### src/rtl/aes_pkg.sv
// Shared AES key-schedule definitions: round count, schedule length, RCON
// bytes, word type and key-FSM state encoding.
package aes_pkg;

  localparam int NR     = 10;
  localparam int NWORDS = 4 * (NR + 1);

  typedef logic [31:0] word_t;

  localparam logic [7:0] RCON [0:9] = '{
    8'h01, 8'h02, 8'h04, 8'h08, 8'h10, 8'h20, 8'h40, 8'h80, 8'h1b, 8'h36
  };

  typedef enum logic [1:0] {
    IDLE = 2'd0,
    GEN  = 2'd1,
    DONE = 2'd2
  } key_state_t;

endpackage

### src/rtl/key_word_gen.sv
// Combinational next-word logic for AES-128 key expansion: RotWord for the
// S-box request and the w[i-4] XOR (with SubWord/RCON on every fourth word).
module key_word_gen
  import aes_pkg::*;
(
  input  logic [5:0] idx,
  input  word_t      w_back4,
  input  word_t      w_back1,
  input  word_t      sub_result,
  output word_t      rot_word,
  output word_t      next_word
);

  logic [3:0] rcon_sel;
  logic [7:0] rcon_byte;

  always_comb begin
    rot_word  = {w_back1[23:0], w_back1[31:24]};
    rcon_sel  = idx[5:2] - 4'd1;
    rcon_byte = (rcon_sel < 4'(NR)) ? RCON[rcon_sel] : 8'h00;
    if (idx[1:0] == 2'b00)
      next_word = w_back4 ^ sub_result ^ {rcon_byte, 24'h0};
    else
      next_word = w_back4 ^ w_back1;
  end

endmodule

### src/rtl/key_expand_ctrl.sv
// AES-128 key expansion sequencer: one schedule word per cycle, shared S-box
// borrowed via req/gnt, round-key store with a one-cycle-latency read port.
//
// state | meaning
// IDLE  | no key loaded since reset
// GEN   | generating w[idx]; stalls while an S-box request is not granted
// DONE  | all 44 words valid, round-key reads served
module key_expand_ctrl
  import aes_pkg::*;
(
  input  logic         clock,
  input  logic         reset,
  input  logic         key_load,
  input  logic [127:0] key_in,
  output logic         busy,
  output logic         key_expand_done,
  output logic         sbox_req,
  output logic [31:0]  sbox_word,
  input  logic         sbox_gnt,
  input  logic [31:0]  sbox_result,
  input  logic         rk_rd_en,
  input  logic [3:0]   rk_round,
  output logic         rk_valid,
  output logic [127:0] rk_data,
  output logic [5:0]   dbg_word_idx
);

  key_state_t state, state_nxt;
  word_t      w [NWORDS];
  logic [5:0] idx;
  logic [5:0] rk_base;
  word_t      rot_word, next_word;
  logic       word_we;

  key_word_gen u_word_gen (
    .idx        (idx),
    .w_back4    (w[idx - 6'd4]),
    .w_back1    (w[idx - 6'd1]),
    .sub_result (sbox_result),
    .rot_word   (rot_word),
    .next_word  (next_word)
  );

  always_ff @(posedge clock or posedge reset) begin
    if (reset) state <= IDLE;
    else       state <= state_nxt;
  end

  always_comb begin
    state_nxt       = state;
    busy            = 1'b0;
    key_expand_done = 1'b0;
    sbox_req        = 1'b0;
    word_we         = 1'b0;
    case (state)
      IDLE: ;
      GEN: begin
        busy     = 1'b1;
        sbox_req = (idx[1:0] == 2'b00);
        word_we  = !sbox_req || sbox_gnt;
        if (word_we && idx == 6'(NWORDS - 1))
          state_nxt = DONE;
      end
      DONE: key_expand_done = 1'b1;
      default: state_nxt = IDLE;
    endcase
    // A new key always restarts, whatever the current state.
    if (key_load)
      state_nxt = GEN;
  end

  assign sbox_word    = sbox_req ? rot_word : 32'h0;
  assign dbg_word_idx = idx;

  always_ff @(posedge clock or posedge reset) begin
    if (reset) begin
      idx <= 6'd0;
      for (int i = 0; i < NWORDS; i++)
        w[i] <= '0;
    end else if (key_load) begin
      w[0] <= key_in[127:96];
      w[1] <= key_in[95:64];
      w[2] <= key_in[63:32];
      w[3] <= key_in[31:0];
      idx  <= 6'd4;
    end else if (word_we) begin
      w[idx] <= next_word;
      idx    <= idx + 6'd1;
    end
  end

  assign rk_base = {rk_round, 2'b00};

  always_ff @(posedge clock or posedge reset) begin
    if (reset) begin
      rk_valid <= 1'b0;
      rk_data  <= '0;
    end else begin
      rk_valid <= 1'b0;
      if (rk_rd_en) begin
        if (state == DONE && rk_round <= 4'(NR)) begin
          rk_valid <= 1'b1;
          rk_data  <= {w[rk_base], w[rk_base + 6'd1], w[rk_base + 6'd2], w[rk_base + 6'd3]};
        end else begin
          rk_data  <= '0;
        end
      end
    end
  end

endmodule

### config.mk
export PLATFORM = sky130hd
export DESIGN_NAME = key_expand_ctrl
export DESIGN_NICKNAME = d
export VERILOG_FILES = /design/src/rtl/aes_pkg.sv /design/src/rtl/key_word_gen.sv /design/src/rtl/key_expand_ctrl.sv
export SDC_FILE = /design/constraint.sdc
export NUM_CORES = 2
export LEC_CHECK = 0
export BUFFER_PORTS_ARGS = -buffer_cell sky130_fd_sc_hd__buf_2
export CAP_MARGIN = 10
export CORE_MARGIN = 2
export CORE_UTILIZATION = 60
export CTS_CLUSTER_DIAMETER = 50
export DETAILED_ROUTE_END_ITERATION = 8
export PLACE_DENSITY_LB_ADDON = 0.05
export SYNTH_ARGS = -nofsm -noshare
export SYNTH_HDL_FRONTEND = slang
export SYNTH_HIERARCHICAL = 1
export SYNTH_SLANG_ARGS = --single-unit
### constraint.sdc
create_clock -name clock -period 57.2 [get_ports clock]
set_input_delay 2.86 -clock clock [delete_from_list [all_inputs] [get_ports clock]]
set_output_delay 2.86 -clock clock [all_outputs]
set_load 0.03 [all_outputs]
# Yosys cells after proc, flatten, opt, wreduce, memory -nomap -nowiden
# Memories as Yosys holds them, arrays and structs flattened.
# Index checks and enable logic that the tools add are counted.
# word_totals
register_bits	1545
mem_bits_ro	128
output_inout_bits	170
word_cells	135
n_memories	1
# op_classes
n_addsub	7
order_cmp	11
eq_ne	5
muxes	40
bitwise_logic	12
reduce_logical	11
# mem_list
name	words	word_bits	rd	rd_ports_with_merged_regs	write_ports	line	rtl
(name not given)	16	8	1	0	0	key_word_gen.sv:20	rcon_byte = (rcon_sel < 4'(NR)) ? RCON[rcon_sel] : 8'h00;
# op_table
cell	count
$bwmux 1408	1
$mux 1408	1
$bmux 32 s6	6
$mux 32	15
$mux 128	2
$demux 32 s6	1
$xor 32x32->32	3
$ge 7x7->1 const B	7
$not 6->7	7
$mux 8	3
$add 6x1->6 const B	2
$add 6x2->6 const B	2
$mux 6	2
$lt 7x1->1 const B	1
$eq 6x6->1 const B	1
$mux 1	6
$sub 6x1->6 const B	1
$sub 6x3->6 const B	1
$ge 5x5->1 const B	1
$not 4->5	1
$le 4x4->1 const B	1
$logic_not 2->1	2
$lt 4x4->1 const B	1
$mux 2	2
other kinds (13)	16

# Logic depth before layout (Yosys ltp)
# depth
ltp_word	11
depth_mapped	21

# Cells and area by module
# The synthesis kept the hierarchy.
# modules_own_cells
mod	n_inst	cells_each	area_each_um2
key_expand_ctrl	1	7929	93144.3
key_word_gen	1	175	1411.4

# Least setup slack after synthesis
# No wires, ideal clock.
# synth_path
path_kind	reg2out
from	register idx[0], in the netlist dbg_word_idx[0]
to	output port sbox_word[2]
arrival_ps	4261
required_time_ps	54340
path_slack_ps	50079
stages_incl_launch_ff	18
n_path_buf	10
path_cell_list	dfrtp_1 buf_4 buf_6 inv_1 buf_2 clkbuf_1 buf_1 ha_1 clkbuf_1 buf_2 clkbuf_1 clkbuf_1 mux4_2 nand2_1 a21oi_1 or4_1 buf_4 and3_1
# synth_between
elab_chain_cells	6
elab_cells_between_ends	8
classes_between	1 x add/sub; 5 x mux; 1 x bitwise; 1 x reduce/logical
# synth_rtl
element	line	rtl
start, declared	key_expand_ctrl.sv:30	logic [5:0] idx;
start signal, assigned	key_expand_ctrl.sv:88	idx <= idx + 6'd1;
$sub 6x1->6	key_expand_ctrl.sv:38	.w_back1 (w[idx - 6'd1]),
$not 6->7 (not written as such)	key_expand_ctrl.sv:38	
$bmux 32 s6	key_expand_ctrl.sv:38	
$mux 32 (not written as such) (2 in series)	key_expand_ctrl.sv:38	
via rot_word[2]	key_expand_ctrl.sv:32	word_t rot_word, next_word;
$mux 32	key_expand_ctrl.sv:72	assign sbox_word = sbox_req ? rot_word : 32'h0;
end, declared	key_expand_ctrl.sv:18	output logic [31:0] sbox_word,
# The timed path passes the listed nets, and every way through them passes these cells. The select of a mux whose other input is x is not followed.

# Worst setup path after layout
# layout_path
from	register idx[1], in the netlist dbg_word_idx[1]
to	output port sbox_word[16]
# layout_between
elab_chain_cells	6
elab_cells_between_ends	8
classes_between	1 x add/sub; 5 x mux; 1 x bitwise; 1 x reduce/logical
# layout_rtl
element	line
$sub 6x1->6	key_expand_ctrl.sv:38
$not 6->7 (not written as such)	key_expand_ctrl.sv:38
$bmux 32 s6	key_expand_ctrl.sv:38
$mux 32 (not written as such) (2 in series)	key_expand_ctrl.sv:38
$mux 32 (*)	key_expand_ctrl.sv:72
# Mark *: on every way between the ends. The rest lies on a longest branch, timed or not. The select of a mux whose other input is x is not followed.

==> impl_metrics.yaml <==
run_status:
  result_of_the_run: "complete, but fails checks"
  failed_checks: "max-capacitance violations, max-slew violations"
global_routing:
  global_route.overflow_total: 0
  first_pass_grt_wire_length_um: 557300
  largest_net_degree_at_the_start_of_global_routing: 181
  globalRouteTotalUtil: 0.4842
  antenna_found_initial: 36
  first_global_vias: 73870
clocking:
  cts.sink_count: 1545
  cts_max_path_buffers: 3
  cts_tree: "yes"
  inserted_clock_buffers: 184
  worstSkewPairLatency_ns: 0.86
  cts_htree_levels: 4
  hold_buffer_count_at_cts: 0
  post_cts.resized_instances: 0
  clock_tree.root_cell: "clkbuf_16"
  postCtsSetupBuffers: 0
  clkTransAtPathRegs_ns: 0.06
layout:
  mostFrequentLayoutCells: "dfrtp_1 (1542), mux2_2 (1375), mux4_2 (589), a21oi_1 (581), nand2_1 (574)"
  nNetsFinal: 8125
  fillers: 12040
  layout-drive-gt1-share: 0.3657
  layout.cells.most_common: "dfrtp_1"
  area_delta_synth_final_pct: 9.588
critical_path:
  cp_num_buf_inv: 5
  critical_path_arrival_ns: 7.42
  timing.critical_path.max_delay_family: "buffers and inverters"
  max_stage_delay_ns: 1.00
  nature_of_the_critical_path_endpoint: "output port"
  criticalPathCategory: "flip-flop to output port"
  timing.critical_path.fanout_max: 120
  worst_setup_path_start_kind: "flip-flop"
  worst_ep_required_time_ns: 54.34
  cp_slowest_cell: "a211oi_1"
  cp_cell_sequence: "inv_2, ha_4, buf_4, buf_12, buf_4, mux4_2, mux2i_1, a211oi_1, or4_1, and3_1, buf_2"
  critical_path.most_common_cell: "buf_4"
timing:
  final.setup.tns_ns: 0
  final_period_minus_worst_setup_slack_ns: 10.28
  slew_violations: 1
  setup_viol: 0
  hold_violations: 0
  tightest_slew_ns: 1.492
  whs_ns: 0.5215
  rsz0062_at_grt: "no"
  fmax_mhz: 97.25
  fin_worst_skew_ns: 0.02849
  layout_worst_path_cycle_share: 0.1798
  max-slew-margin-rel: -0.0009527
detailed_routing:
  postRouteAntennaNets: 0
  routed_wirelength_um: 395500
  post_drt_via_cell_ratio: 7.700
  post-route-drc-count: 0
  drt_first_pass_iters: 9
  vias: 78220
  initial_drc_count: 13460
  routed_wire_length_per_instance_um: 38.93
synthesis:
  seq_area_frac_synth: 0.4089
  synth.area.top_cells: "dfrtp_1 (41%), mux2_2 (16%), mux4_2 (14%), mux2i_1 (5.7%), a21oi_1 (3.1%)"
  yosys.area.top_type_share: 0.4089
  synth-edff-count: 0
  synthCells: 8104
  library_cell_with_the_largest_summed_area_after_synthesis: "dfrtp_1"
  ys_warn_count: 6
  post_synth_num_cell_types: 82
  synth.ff_latch_count: 1545
  synth.cell_area_um2: 94560
  mappedNetlistNets: 8284
  postSynth.asyncResetShare: 1.000
  synth.avg_cell_area_um2: 11.67
  synth_top_flop_cell: "dfrtp_1"
floorplanning:
  top_level_i_o_count: 339
  dieHeight_um: 401.0
  die_width_um: 401.0
  fp-row-count: 145
  initial_core_util: 0.6046
  floorplan.core_area_um2: 156400
  fp.dieArea_um2: 160800
pwr:
  power-per-cell-area_nw_per_um2: 35.26
  irDropWorstVdd_v: 0.00003743
  power.static_leakage_nw: 46.41
flow_run:
  cap_viol_max_count: 1
hold_path:
  path_type_of_the_worst_min_delay_path: "flip-flop to flip-flop"
placement:
  port_buffers: 338
  gp_congestion: 0.9991
  place_hpwl_um: 247500
area by class of cell:
class	count	area [um^2]	share of cell area
multi-input cells	5517	51960	0.5014
clock buffers	250	5169	0.04988
flip-flops and latches	1545	38670	0.3732
repair buffers	554	3551	0.03427
diodes	10	25.02	0.0002415
inverters	143	549.3	0.005301
well taps	2058	2575	0.02485
clock inverters	82	1119	0.01079
flip-flops by register name, summed over array words and instances, names as in the netlist:
name and cells:
state 2, rk_valid 1, dbg_word_idx 6, rk_data 128, w 1408
synth_stat cells (13+ instances only):
| library cell | count |
|---|---|
| dfrtp_1 | 1545 |
| nand3_1 | 44 |
| nor4_1 | 34 |
| inv_1 | 140 |
| o211ai_1 | 35 |
| a21oi_1 | 582 |
| xnor2_1 | 32 |
| nor2b_1 | 14 |
| mux2_1 | 26 |
| or4_1 | 37 |
| o22ai_1 | 167 |
| clkbuf_1 | 463 |
| o311ai_0 | 13 |
| mux4_2 | 589 |
| mux2i_1 | 540 |
| and3_1 | 37 |
| a211oi_1 | 169 |
| buf_2 | 329 |
| a22oi_1 | 90 |
| mux2_2 | 1375 |
| o221ai_1 | 46 |
| a31oi_1 | 14 |
| buf_4 | 66 |
| buf_1 | 30 |
| a22o_1 | 19 |
| o21ai_0 | 257 |
| a221o_1 | 28 |
| a221oi_1 | 178 |
| a311oi_1 | 34 |
| nand2_1 | 589 |
| nor2_1 | 406 |
worst min-delay path, stage by stage (launching register included):
cell,delay (ns)
dfrtp_1,0.37
inv_1,0.05
o22ai_1,0.06
per-layer routing:
layer	vias up	global-route usage	wire length, um	part of all wire
met4	40	0.2046	20850	0.053
met1	39400	0.6567	147000	0.37
met2	6990	0.6043	149300	0.38
met3	1375	0.3070	77790	0.20
met5	-	0.005352	562	0.0014
li1	30420	-	-	-
per-stage QoR:
stage                     total power [mW]  worst slack, ns  area (um^2)  utilization  instances
after CTS                            3.571            47.17       103500       0.6619      10140
after global placement               2.341            48.15        97230       0.6217       9811
final                                3.653            46.92       103600       0.6626      10160
after detailed placement             2.357            48.06        97230       0.6217       9811
after floorplan                      1.921            10.75        94560            -       8104
after global routing                 3.718            46.88       103600       0.6625      10150
logic make-up after synthesis:
family | Yosys count | synth area share
simple gates | 1239 | 0.05665
buf+inv | 1042 | 0.04917
xor+xnor | 40 | 0.003705
compound gates | 1697 | 0.1158
mux | 2530 | 0.3643
flops | 1545 | 0.4089
fa+ha+maj | 11 | 0.001456
worst paths after layout:
kind | start | end | slack [ns] | depth (start not counted)
min in group asynchronous | reset | rk_valid$_DFF_PP0_ | 2.17 | 2
setup reg to reg | dbg_word_idx[1]$_DFFE_PP0P_ | w[872]$_DFFE_PP0P_ | 49.23 | 13
max in group asynchronous | reset | w[725]$_DFFE_PP0P_ | 50.81 | 6
hold reg to reg | rk_data[52]$_DFFE_PP0P_ | rk_data[52]$_DFFE_PP0P_ | 0.52 | 2
setup / recovery | dbg_word_idx[1]$_DFFE_PP0P_ | sbox_word[16] | 46.92 | 11
hold / removal | rk_data[52]$_DFFE_PP0P_ | rk_data[52]$_DFFE_PP0P_ | 0.52 | 2
where the power goes:
group	switching, mW	internal (mW)	leakage [nW]
combinational	0.832	0.334	22.2
sequential	0.0946	1.16	21.1
clock	0.510	0.720	3.04
total	1.44	2.22	46.4
Note: power is estimated with default switching activity, not from simulation.
